$ cat src/rtl/decode_stream_pkg.sv
// decode_stream_pkg: shared definitions for the decode_stream block.
//   IDLE / ACCUM : burst accumulator FSM state encodings
//   cw()         : count width for a given one-hot width, $clog2(width) + 1
package decode_stream_pkg;

    localparam logic [0:0] IDLE  = 1'b0;
    localparam logic [0:0] ACCUM = 1'b1;

    function automatic int unsigned cw(input int unsigned width);
        return $clog2(width) + 1;
    endfunction

endpackage

$ cat src/rtl/decode_stream_decode.sv
// decode_stream_decode: combinational binary-to-one-hot decoder.
// Ports:
//   A  in  [m-1:0]     binary index
//   Z  out [width-1:0] one-hot decode of A, all zero when A >= width
module decode_stream_decode
    import decode_stream_pkg::*;
#(
    parameter  int unsigned width = 8,
    localparam int unsigned m     = $clog2(width)
) (
    input  logic [m-1:0]     A,
    output logic [width-1:0] Z
);

    always_comb begin
        Z = '0;
        for (int unsigned i = 0; i < width; i++) begin
            if (A == m'(i)) begin
                Z[i] = 1'b1;
            end
        end
    end

endmodule

$ cat src/rtl/decode_stream.sv
// decode_stream: accumulates a burst of binary indices into one-hot OR, beat count
// (saturating), duplicate flag and optional range-error flag, and emits one result
// per burst through a valid/ready output register.
// Ports:
//   clk, rst               clock, synchronous active-high reset
//   in_valid/in_ready      input handshake; A = beat index, in_last = final beat
//   out_valid/out_ready    output handshake
//   Z, Z_cnt, Z_dup, Z_err burst result
// Build option: define DECODE_STREAM_RANGE_CHECK_EN to flag beats with A >= width
// on Z_err; otherwise Z_err is constant 0.
module decode_stream
    import decode_stream_pkg::*;
#(
    parameter  int unsigned width = 8,
    localparam int unsigned m     = $clog2(width),
    localparam int unsigned cwid  = cw(width)
) (
    input  logic             clk,
    input  logic             rst,
    input  logic             in_valid,
    output logic             in_ready,
    input  logic [m-1:0]     A,
    input  logic             in_last,
    output logic             out_valid,
    input  logic             out_ready,
    output logic [width-1:0] Z,
    output logic [cwid-1:0]  Z_cnt,
    output logic             Z_dup,
    output logic             Z_err
);

    localparam logic [cwid-1:0] cnt_max = '1;

    logic [0:0]       state_q;
    logic [width-1:0] acc_q, acc_base, acc_nx;
    logic [cwid-1:0]  cnt_q, cnt_base, cnt_nx;
    logic             dup_q, dup_base, dup_nx;
    logic             err_q, err_base, err_nx;

    logic             out_valid_q;
    logic [width-1:0] z_q;
    logic [cwid-1:0]  z_cnt_q;
    logic             z_dup_q, z_err_q;

    logic [width-1:0] dec;
    logic             range_err;
    logic             accept;

    decode_stream_decode #(
        .width(width)
    ) u_decode (
        .A(A),
        .Z(dec)
    );

`ifdef DECODE_STREAM_RANGE_CHECK_EN
    localparam logic [m:0] width_c = (m + 1)'(width);
    assign range_err = ({1'b0, A} >= width_c);
`else
    assign range_err = 1'b0;
`endif

    // Output slot frees up when empty or being drained this cycle.
    assign in_ready = !out_valid_q || out_ready;
    assign accept   = in_valid && in_ready;

    always_comb begin
        // In IDLE the accumulator is empty by construction; start from zero.
        if (state_q == ACCUM) begin
            acc_base = acc_q;
            cnt_base = cnt_q;
            dup_base = dup_q;
            err_base = err_q;
        end else begin
            acc_base = '0;
            cnt_base = '0;
            dup_base = 1'b0;
            err_base = 1'b0;
        end
        acc_nx = acc_base | dec;
        cnt_nx = (cnt_base == cnt_max) ? cnt_base : cnt_base + 1'b1;
        dup_nx = dup_base | (|(acc_base & dec));
        err_nx = err_base | range_err;
    end

    always_ff @(posedge clk) begin
        if (rst) begin
            state_q     <= IDLE;
            acc_q       <= '0;
            cnt_q       <= '0;
            dup_q       <= 1'b0;
            err_q       <= 1'b0;
            out_valid_q <= 1'b0;
            z_q         <= '0;
            z_cnt_q     <= '0;
            z_dup_q     <= 1'b0;
            z_err_q     <= 1'b0;
        end else begin
            if (accept && in_last) begin
                z_q         <= acc_nx;
                z_cnt_q     <= cnt_nx;
                z_dup_q     <= dup_nx;
                z_err_q     <= err_nx;
                out_valid_q <= 1'b1;
                acc_q       <= '0;
                cnt_q       <= '0;
                dup_q       <= 1'b0;
                err_q       <= 1'b0;
                state_q     <= IDLE;
            end else begin
                if (accept) begin
                    acc_q   <= acc_nx;
                    cnt_q   <= cnt_nx;
                    dup_q   <= dup_nx;
                    err_q   <= err_nx;
                    state_q <= ACCUM;
                end
                if (out_ready) begin
                    out_valid_q <= 1'b0;
                end
            end
        end
    end

    assign out_valid = out_valid_q;
    assign Z         = z_q;
    assign Z_cnt     = z_cnt_q;
    assign Z_dup     = z_dup_q;
    assign Z_err     = z_err_q;

endmodule

$ cat config.mk
export PLATFORM = sky130hd
export DESIGN_NAME = decode_stream
export DESIGN_NICKNAME = d
export VERILOG_FILES = /design/src/rtl/decode_stream_pkg.sv /design/src/rtl/decode_stream_decode.sv /design/src/rtl/decode_stream.sv
export SDC_FILE = /design/constraint.sdc
export NUM_CORES = 1
export LEC_CHECK = 0
export BUFFER_PORTS_ARGS = -buffer_cell sky130_fd_sc_hd__clkbuf_2
export CAP_MARGIN = 25
export CORE_UTILIZATION = 25
export CTS_BUF_LIST = sky130_fd_sc_hd__clkbuf_8
export DETAILED_ROUTE_END_ITERATION = 6
export GPL_ROUTABILITY_DRIVEN = 0
export SYNTH_ARGS = -nofsm -noshare
export SYNTH_HDL_FRONTEND = slang
export SYNTH_SLANG_ARGS = --single-unit
export TNS_END_PERCENT = 20
$ cat constraint.sdc
create_clock -name clk -period 4.4 [get_ports clk]
set_input_delay 0 -clock clk [delete_from_list [all_inputs] [get_ports clk]]
set_output_delay 0 -clock clk [all_outputs]
set_load 0.01 [all_outputs]
==> flow_summary.html <==
<table>
<tr><th>Metric</th><th>Value</th></tr>
<tr><th colspan="2">Cells and area</th></tr>
<tr><td>Layout overhead on the synthesized area</td><td>18.1%</td></tr>
<tr><td>Fin util</td><td>30.8%</td></tr>
<tr><td>Antenna cell count</td><td>0</td></tr>
<tr><td>Net count reported at finish</td><td>182</td></tr>
<tr><td>Fraction of final layout cells sized beyond drive strength 1</td><td>19.5%</td></tr>
<tr><td>Number of inserted filler cells in the final layout</td><td>559</td></tr>
<tr><td>Non-filler cells in the finished layout</td><td>244</td></tr>
<tr><th colspan="2">Timing</th></tr>
<tr><td>Worst Hold Slack</td><td>0.0713 ns</td></tr>
<tr><td>Fmax</td><td>513 MHz</td></tr>
<tr><td>Pins over their slew limit</td><td>0</td></tr>
<tr><td>Post-layout minimum cycle time</td><td>1.95 ns</td></tr>
<tr><td>Final number of hold-violating endpoints</td><td>0</td></tr>
<tr><td>Worst slew pin tran</td><td>0.661 ns</td></tr>
<tr><td>Setup clock skew after layout</td><td>0.00688 ns</td></tr>
<tr><td>Setup repair after global routing missed its margin</td><td>no</td></tr>
<tr><td>Total negative slack for setup checks</td><td>0 ns</td></tr>
<tr><td>Setup violations, final</td><td>0</td></tr>
<tr><td>Slew HR</td><td>55.9%</td></tr>
<tr><td>Share of the cycle needed by the critical path after routing</td><td>44.3%</td></tr>
<tr><th colspan="2">Setup path</th></tr>
<tr><td>Flop-to-flop setup slack</td><td>2.45 ns</td></tr>
<tr><td>Type of the worst setup path</td><td>flip-flop to flip-flop</td></tr>
<tr><td>Largest fanout of any net on the critical path</td><td>19</td></tr>
<tr><td>Critical Path Start Type</td><td>flip-flop</td></tr>
<tr><td>Beginning of the worst register-to-register path</td><td>state_q</td></tr>
<tr><td>Reg2reg end</td><td>Z_cnt[3]</td></tr>
<tr><td>Sequence of cells on the critical path</td><td>and2_1, ha_1, and4b_1, a211oi_1, nand2_1, a21oi_1</td></tr>
<tr><td>Master of the slowest instance on the critical path</td><td>sky130_fd_sc_hd__dfxtp_1</td></tr>
<tr><td>Path depth of the worst reg2reg path</td><td>6</td></tr>
<tr><td>Data arrival time of the worst path</td><td>2.16 ns</td></tr>
<tr><td>Nature of the critical path endpoint</td><td>flip-flop</td></tr>
<tr><td>CP peak stage delay</td><td>0.68 ns</td></tr>
<tr><td>Beginning of the critical path</td><td>state_q</td></tr>
<tr><td>Worst EP required</td><td>4.61 ns</td></tr>
<tr><th colspan="2">Pwr</th></tr>
<tr><td>Static Leak</td><td>0.608 nW</td></tr>
<tr><td>Maximum vdd drop</td><td>0.121 mV</td></tr>
<tr><td>Power per unit of standard cell area</td><td>364 nW/um2</td></tr>
<tr><td>Total power</td><td>0.000573 W</td></tr>
<tr><th colspan="2">Synth</th></tr>
<tr><td>Share of synthesized area occupied by flip-flops and latches</td><td>45.1%</td></tr>
<tr><td>Simple-gate share of the synthesized area</td><td>24.4%</td></tr>
<tr><td>Library cells used by synthesis</td><td>34</td></tr>
<tr><td>Post-Syn Area</td><td>1330 um2</td></tr>
<tr><td>Post-synth EDFFs</td><td>0</td></tr>
<tr><td>Total nets after synthesis</td><td>163</td></tr>
<tr><td>Xor and xnor area share after synthesis</td><td>0%</td></tr>
<tr><td>FF+latch count, synth</td><td>30</td></tr>
<tr><td>Adder-cell share of the synthesized area</td><td>0.939%</td></tr>
<tr><td>Most instantiated flip-flop cell in the synthesis netlist</td><td>sky130_fd_sc_hd__dfxtp_1</td></tr>
<tr><td>Post-Synthesis Mean Instance Area</td><td>8.65 um2</td></tr>
<tr><td>Share of synthesized area spent on multiplexers</td><td>3.10%</td></tr>
<tr><td>Synth Warn #</td><td>0</td></tr>
<tr><td>Complex-gate fraction of the synthesized area</td><td>21.7%</td></tr>
<tr><td>Share of flip-flops with an asynchronous set or reset</td><td>0%</td></tr>
<tr><td>Dominant combinational cell family by area after synthesis</td><td>simple AND/OR/NAND/NOR gates</td></tr>
<tr><td>Synth Instances</td><td>154</td></tr>
<tr><th colspan="2">Clock network</th></tr>
<tr><td>Clock tree root buffer cell</td><td>sky130_fd_sc_hd__clkbuf_8</td></tr>
<tr><td>Number of sinks handled by clock tree synthesis</td><td>30</td></tr>
<tr><td>Clock buffer depth</td><td>2</td></tr>
<tr><td>Depth of the CTS H-tree</td><td>2</td></tr>
<tr><td>TritonCTS clock tree</td><td>yes</td></tr>
<tr><td>Clock-pin transition on the worst setup and hold timing paths</td><td>0.06 ns</td></tr>
<tr><td>Clock latency of the later-clocked register in the worst-skew pair</td><td>0.28 ns</td></tr>
<tr><td>Post-CTS setup buffer count</td><td>0</td></tr>
<tr><td>Number of CTS-inserted buffers</td><td>5</td></tr>
<tr><td>Cts repair resizes</td><td>0</td></tr>
<tr><td>Cts hold-fix bufs</td><td>0</td></tr>
<tr><th colspan="2">Worst hold path</th></tr>
<tr><td>End point of the most critical hold path</td><td>acc_q[7]</td></tr>
<tr><td>Class of the most critical hold timing path</td><td>input pin to flip-flop</td></tr>
<tr><td>Hold Crit Depth</td><td>3</td></tr>
<tr><td>Worst hold path startpoint</td><td>A[0]</td></tr>
<tr><th colspan="2">Die</th></tr>
<tr><td>Chip height</td><td>75.0 um</td></tr>
<tr><td>Die X</td><td>75.0 um</td></tr>
<tr><td>Top-Level Pins</td><td>24</td></tr>
<tr><td>Total number of placement rows</td><td>26</td></tr>
<tr><td>Full die area</td><td>5630 um2</td></tr>
<tr><td>Effective utilization at floorplan</td><td>26.1%</td></tr>
<tr><td>Placeable Area</td><td>5110 um2</td></tr>
<tr><th colspan="2">Route</th></tr>
<tr><td>Final antenna-violating net count</td><td>0</td></tr>
<tr><td>Detailed router's first-iteration violation count</td><td>138</td></tr>
<tr><td>Post-Route WL</td><td>2860 um</td></tr>
<tr><td>Via/cell ratio</td><td>4.77</td></tr>
<tr><td>Number of detailed-route iterations in the first pass</td><td>4</td></tr>
<tr><td>Detailed-route wire length per cell</td><td>11.7 um</td></tr>
<tr><td>Post-detailed-route DRC marker count</td><td>0</td></tr>
<tr><td>Total number of vias</td><td>1,163</td></tr>
<tr><th colspan="2">Placement</th></tr>
<tr><td>Input/output buffers</td><td>23</td></tr>
<tr><td>Post-Place Cells</td><td>236</td></tr>
<tr><td>Sum of net half-perimeters after detailed placement</td><td>2040 um</td></tr>
<tr><th colspan="2">Global routing</th></tr>
<tr><td>Global Route Usage Sum</td><td>11.8%</td></tr>
<tr><td>Vias in the first global route</td><td>1,028</td></tr>
<tr><td>Global-route wire length before repair</td><td>4840 um</td></tr>
<tr><td>Total grt overflow</td><td>0</td></tr>
<tr><td>Pin count of the biggest net entering global routing</td><td>21</td></tr>
<tr><td>Number of antenna violations at the first check in global routing</td><td>0</td></tr>
<tr><th colspan="2">Run</th></tr>
<tr><td>Max-cap check violation count</td><td>0</td></tr>
<tr><th colspan="2">Outcome</th></tr>
<tr><td>Status</td><td>finished, final reports clean</td></tr>
</table>
==> where the power goes <==
group          switching (W)  total [W]  leakage, nW  internal (W)
combinational      0.0000385  0.0000597        0.311     0.0000212
sequential        0.00000886   0.000291        0.245      0.000282
clock              0.0000984   0.000222       0.0524      0.000123
==> critical path: cells and delay by family, from the launching register on <==
| family | cells | cell delay, ns |
|---|---|---|
| AO/OA/AOI/OAI | 2 | 0.42 |
| AND/OR/NAND/NOR | 3 | 0.56 |
| adder cells (fa/ha/maj) | 1 | 0.22 |
| flip-flops | 1 | 0.68 |
==> cell type report <==
type | count | area, um2 | area share (%)
clock buffer | 6 | 82.6 | 5.25
multi-input combinational | 110 | 668 | 42.4
inverter | 3 | 11.3 | 0.715
clock inverter | 2 | 8.76 | 0.556
timing repair buffer | 23 | 115 | 7.31
sequential | 30 | 601 | 38.2
tap | 70 | 87.6 | 5.56
==> cell usage in the layout, fill, tap and decap left out, types with 2 or more instances in the layout <==
| cell | synthesis | final |
|---|---|---|
| sky130_fd_sc_hd__a21oi_1 | 11 | 11 |
| sky130_fd_sc_hd__a32oi_1 | 5 | 5 |
| sky130_fd_sc_hd__nand2_1 | 12 | 12 |
| sky130_fd_sc_hd__a211oi_1 | 10 | 10 |
| sky130_fd_sc_hd__nor2_1 | 26 | 26 |
| sky130_fd_sc_hd__nand4_1 | 3 | 3 |
| sky130_fd_sc_hd__nor3_1 | 5 | 5 |
| sky130_fd_sc_hd__and4b_1 | 2 | 2 |
| sky130_fd_sc_hd__a221oi_1 | 2 | 2 |
| sky130_fd_sc_hd__nand2b_1 | 2 | 2 |
| sky130_fd_sc_hd__mux2i_1 | 3 | 3 |
| sky130_fd_sc_hd__a22oi_1 | 4 | 4 |
| sky130_fd_sc_hd__nand3b_1 | 2 | 2 |
| sky130_fd_sc_hd__nand3_1 | 5 | 5 |
| sky130_fd_sc_hd__dfxtp_1 | 30 | 30 |
| sky130_fd_sc_hd__inv_1 | 3 | 4 |
| sky130_fd_sc_hd__clkbuf_8 | 0 | 6 |
| sky130_fd_sc_hd__and2_1 | 4 | 4 |
| sky130_fd_sc_hd__clkbuf_2 | 0 | 23 |
==> routing by layer <==
layer / track usage, % / wire (um)
met3: 5.22 / 164
met2: 17.5 / 1250
met1: 15.0 / 1390
met5: 0 / 0
met4: 4.40 / 46
==> Yosys cell counts, drive strengths merged (3+ instances only) <==
master,count,area (um2)
buf,10,48.8
a211oi,11,87.6
nor2,26,97.6
a32oi,5,43.8
dfxtp,30,601
nand3,6,35.0
nand4,3,18.8
a22oi,4,30.0
nand2,12,45.0
nor3,5,25.0
inv,3,11.3
a21oi,11,55.1
and2,4,25.0
mux2i,3,30.0
==> logic make-up (layout without fill, tap and decap cells) <==
kind of cell               after synthesis  count (layout)
muxes                                    4               4
DFF                                     30              30
and+or+nand+nor                         66              66
AOI/OAI and AO/OA                       39              39
adders and majority gates                1               1
buffers and inverters                   14              34
==> sequential cells by signal (all words and copies together), names as in the netlist <==
name / flops
dup_q: 1
Z_dup: 1
out_valid: 1
Z_cnt: 4
state_q: 1
err_q: 1
cnt_q: 4
acc_q: 8
Z_err: 1
Z: 8
==> how the worst max path moves through the flow <==
stage / cells past startpoint / to
CTS: 6 / Z_cnt[3]
floorplan: 8 / Z_cnt[3]
global placement: 6 / Z_cnt[3]
detailed placement: 6 / Z_cnt[3]
finish: 6 / Z_cnt[3]
global route: 6 / cnt_q[1]
==> through the flow <==
step	setup slack [ns]	area [um2]
detailed placement	2.45	1480
finish	2.45	1570
CTS	2.45	1570
global route	2.22	1570
floorplan	2.64	1330
global placement	2.51	1480
Note: power is estimated with default switching activity, not from simulation.
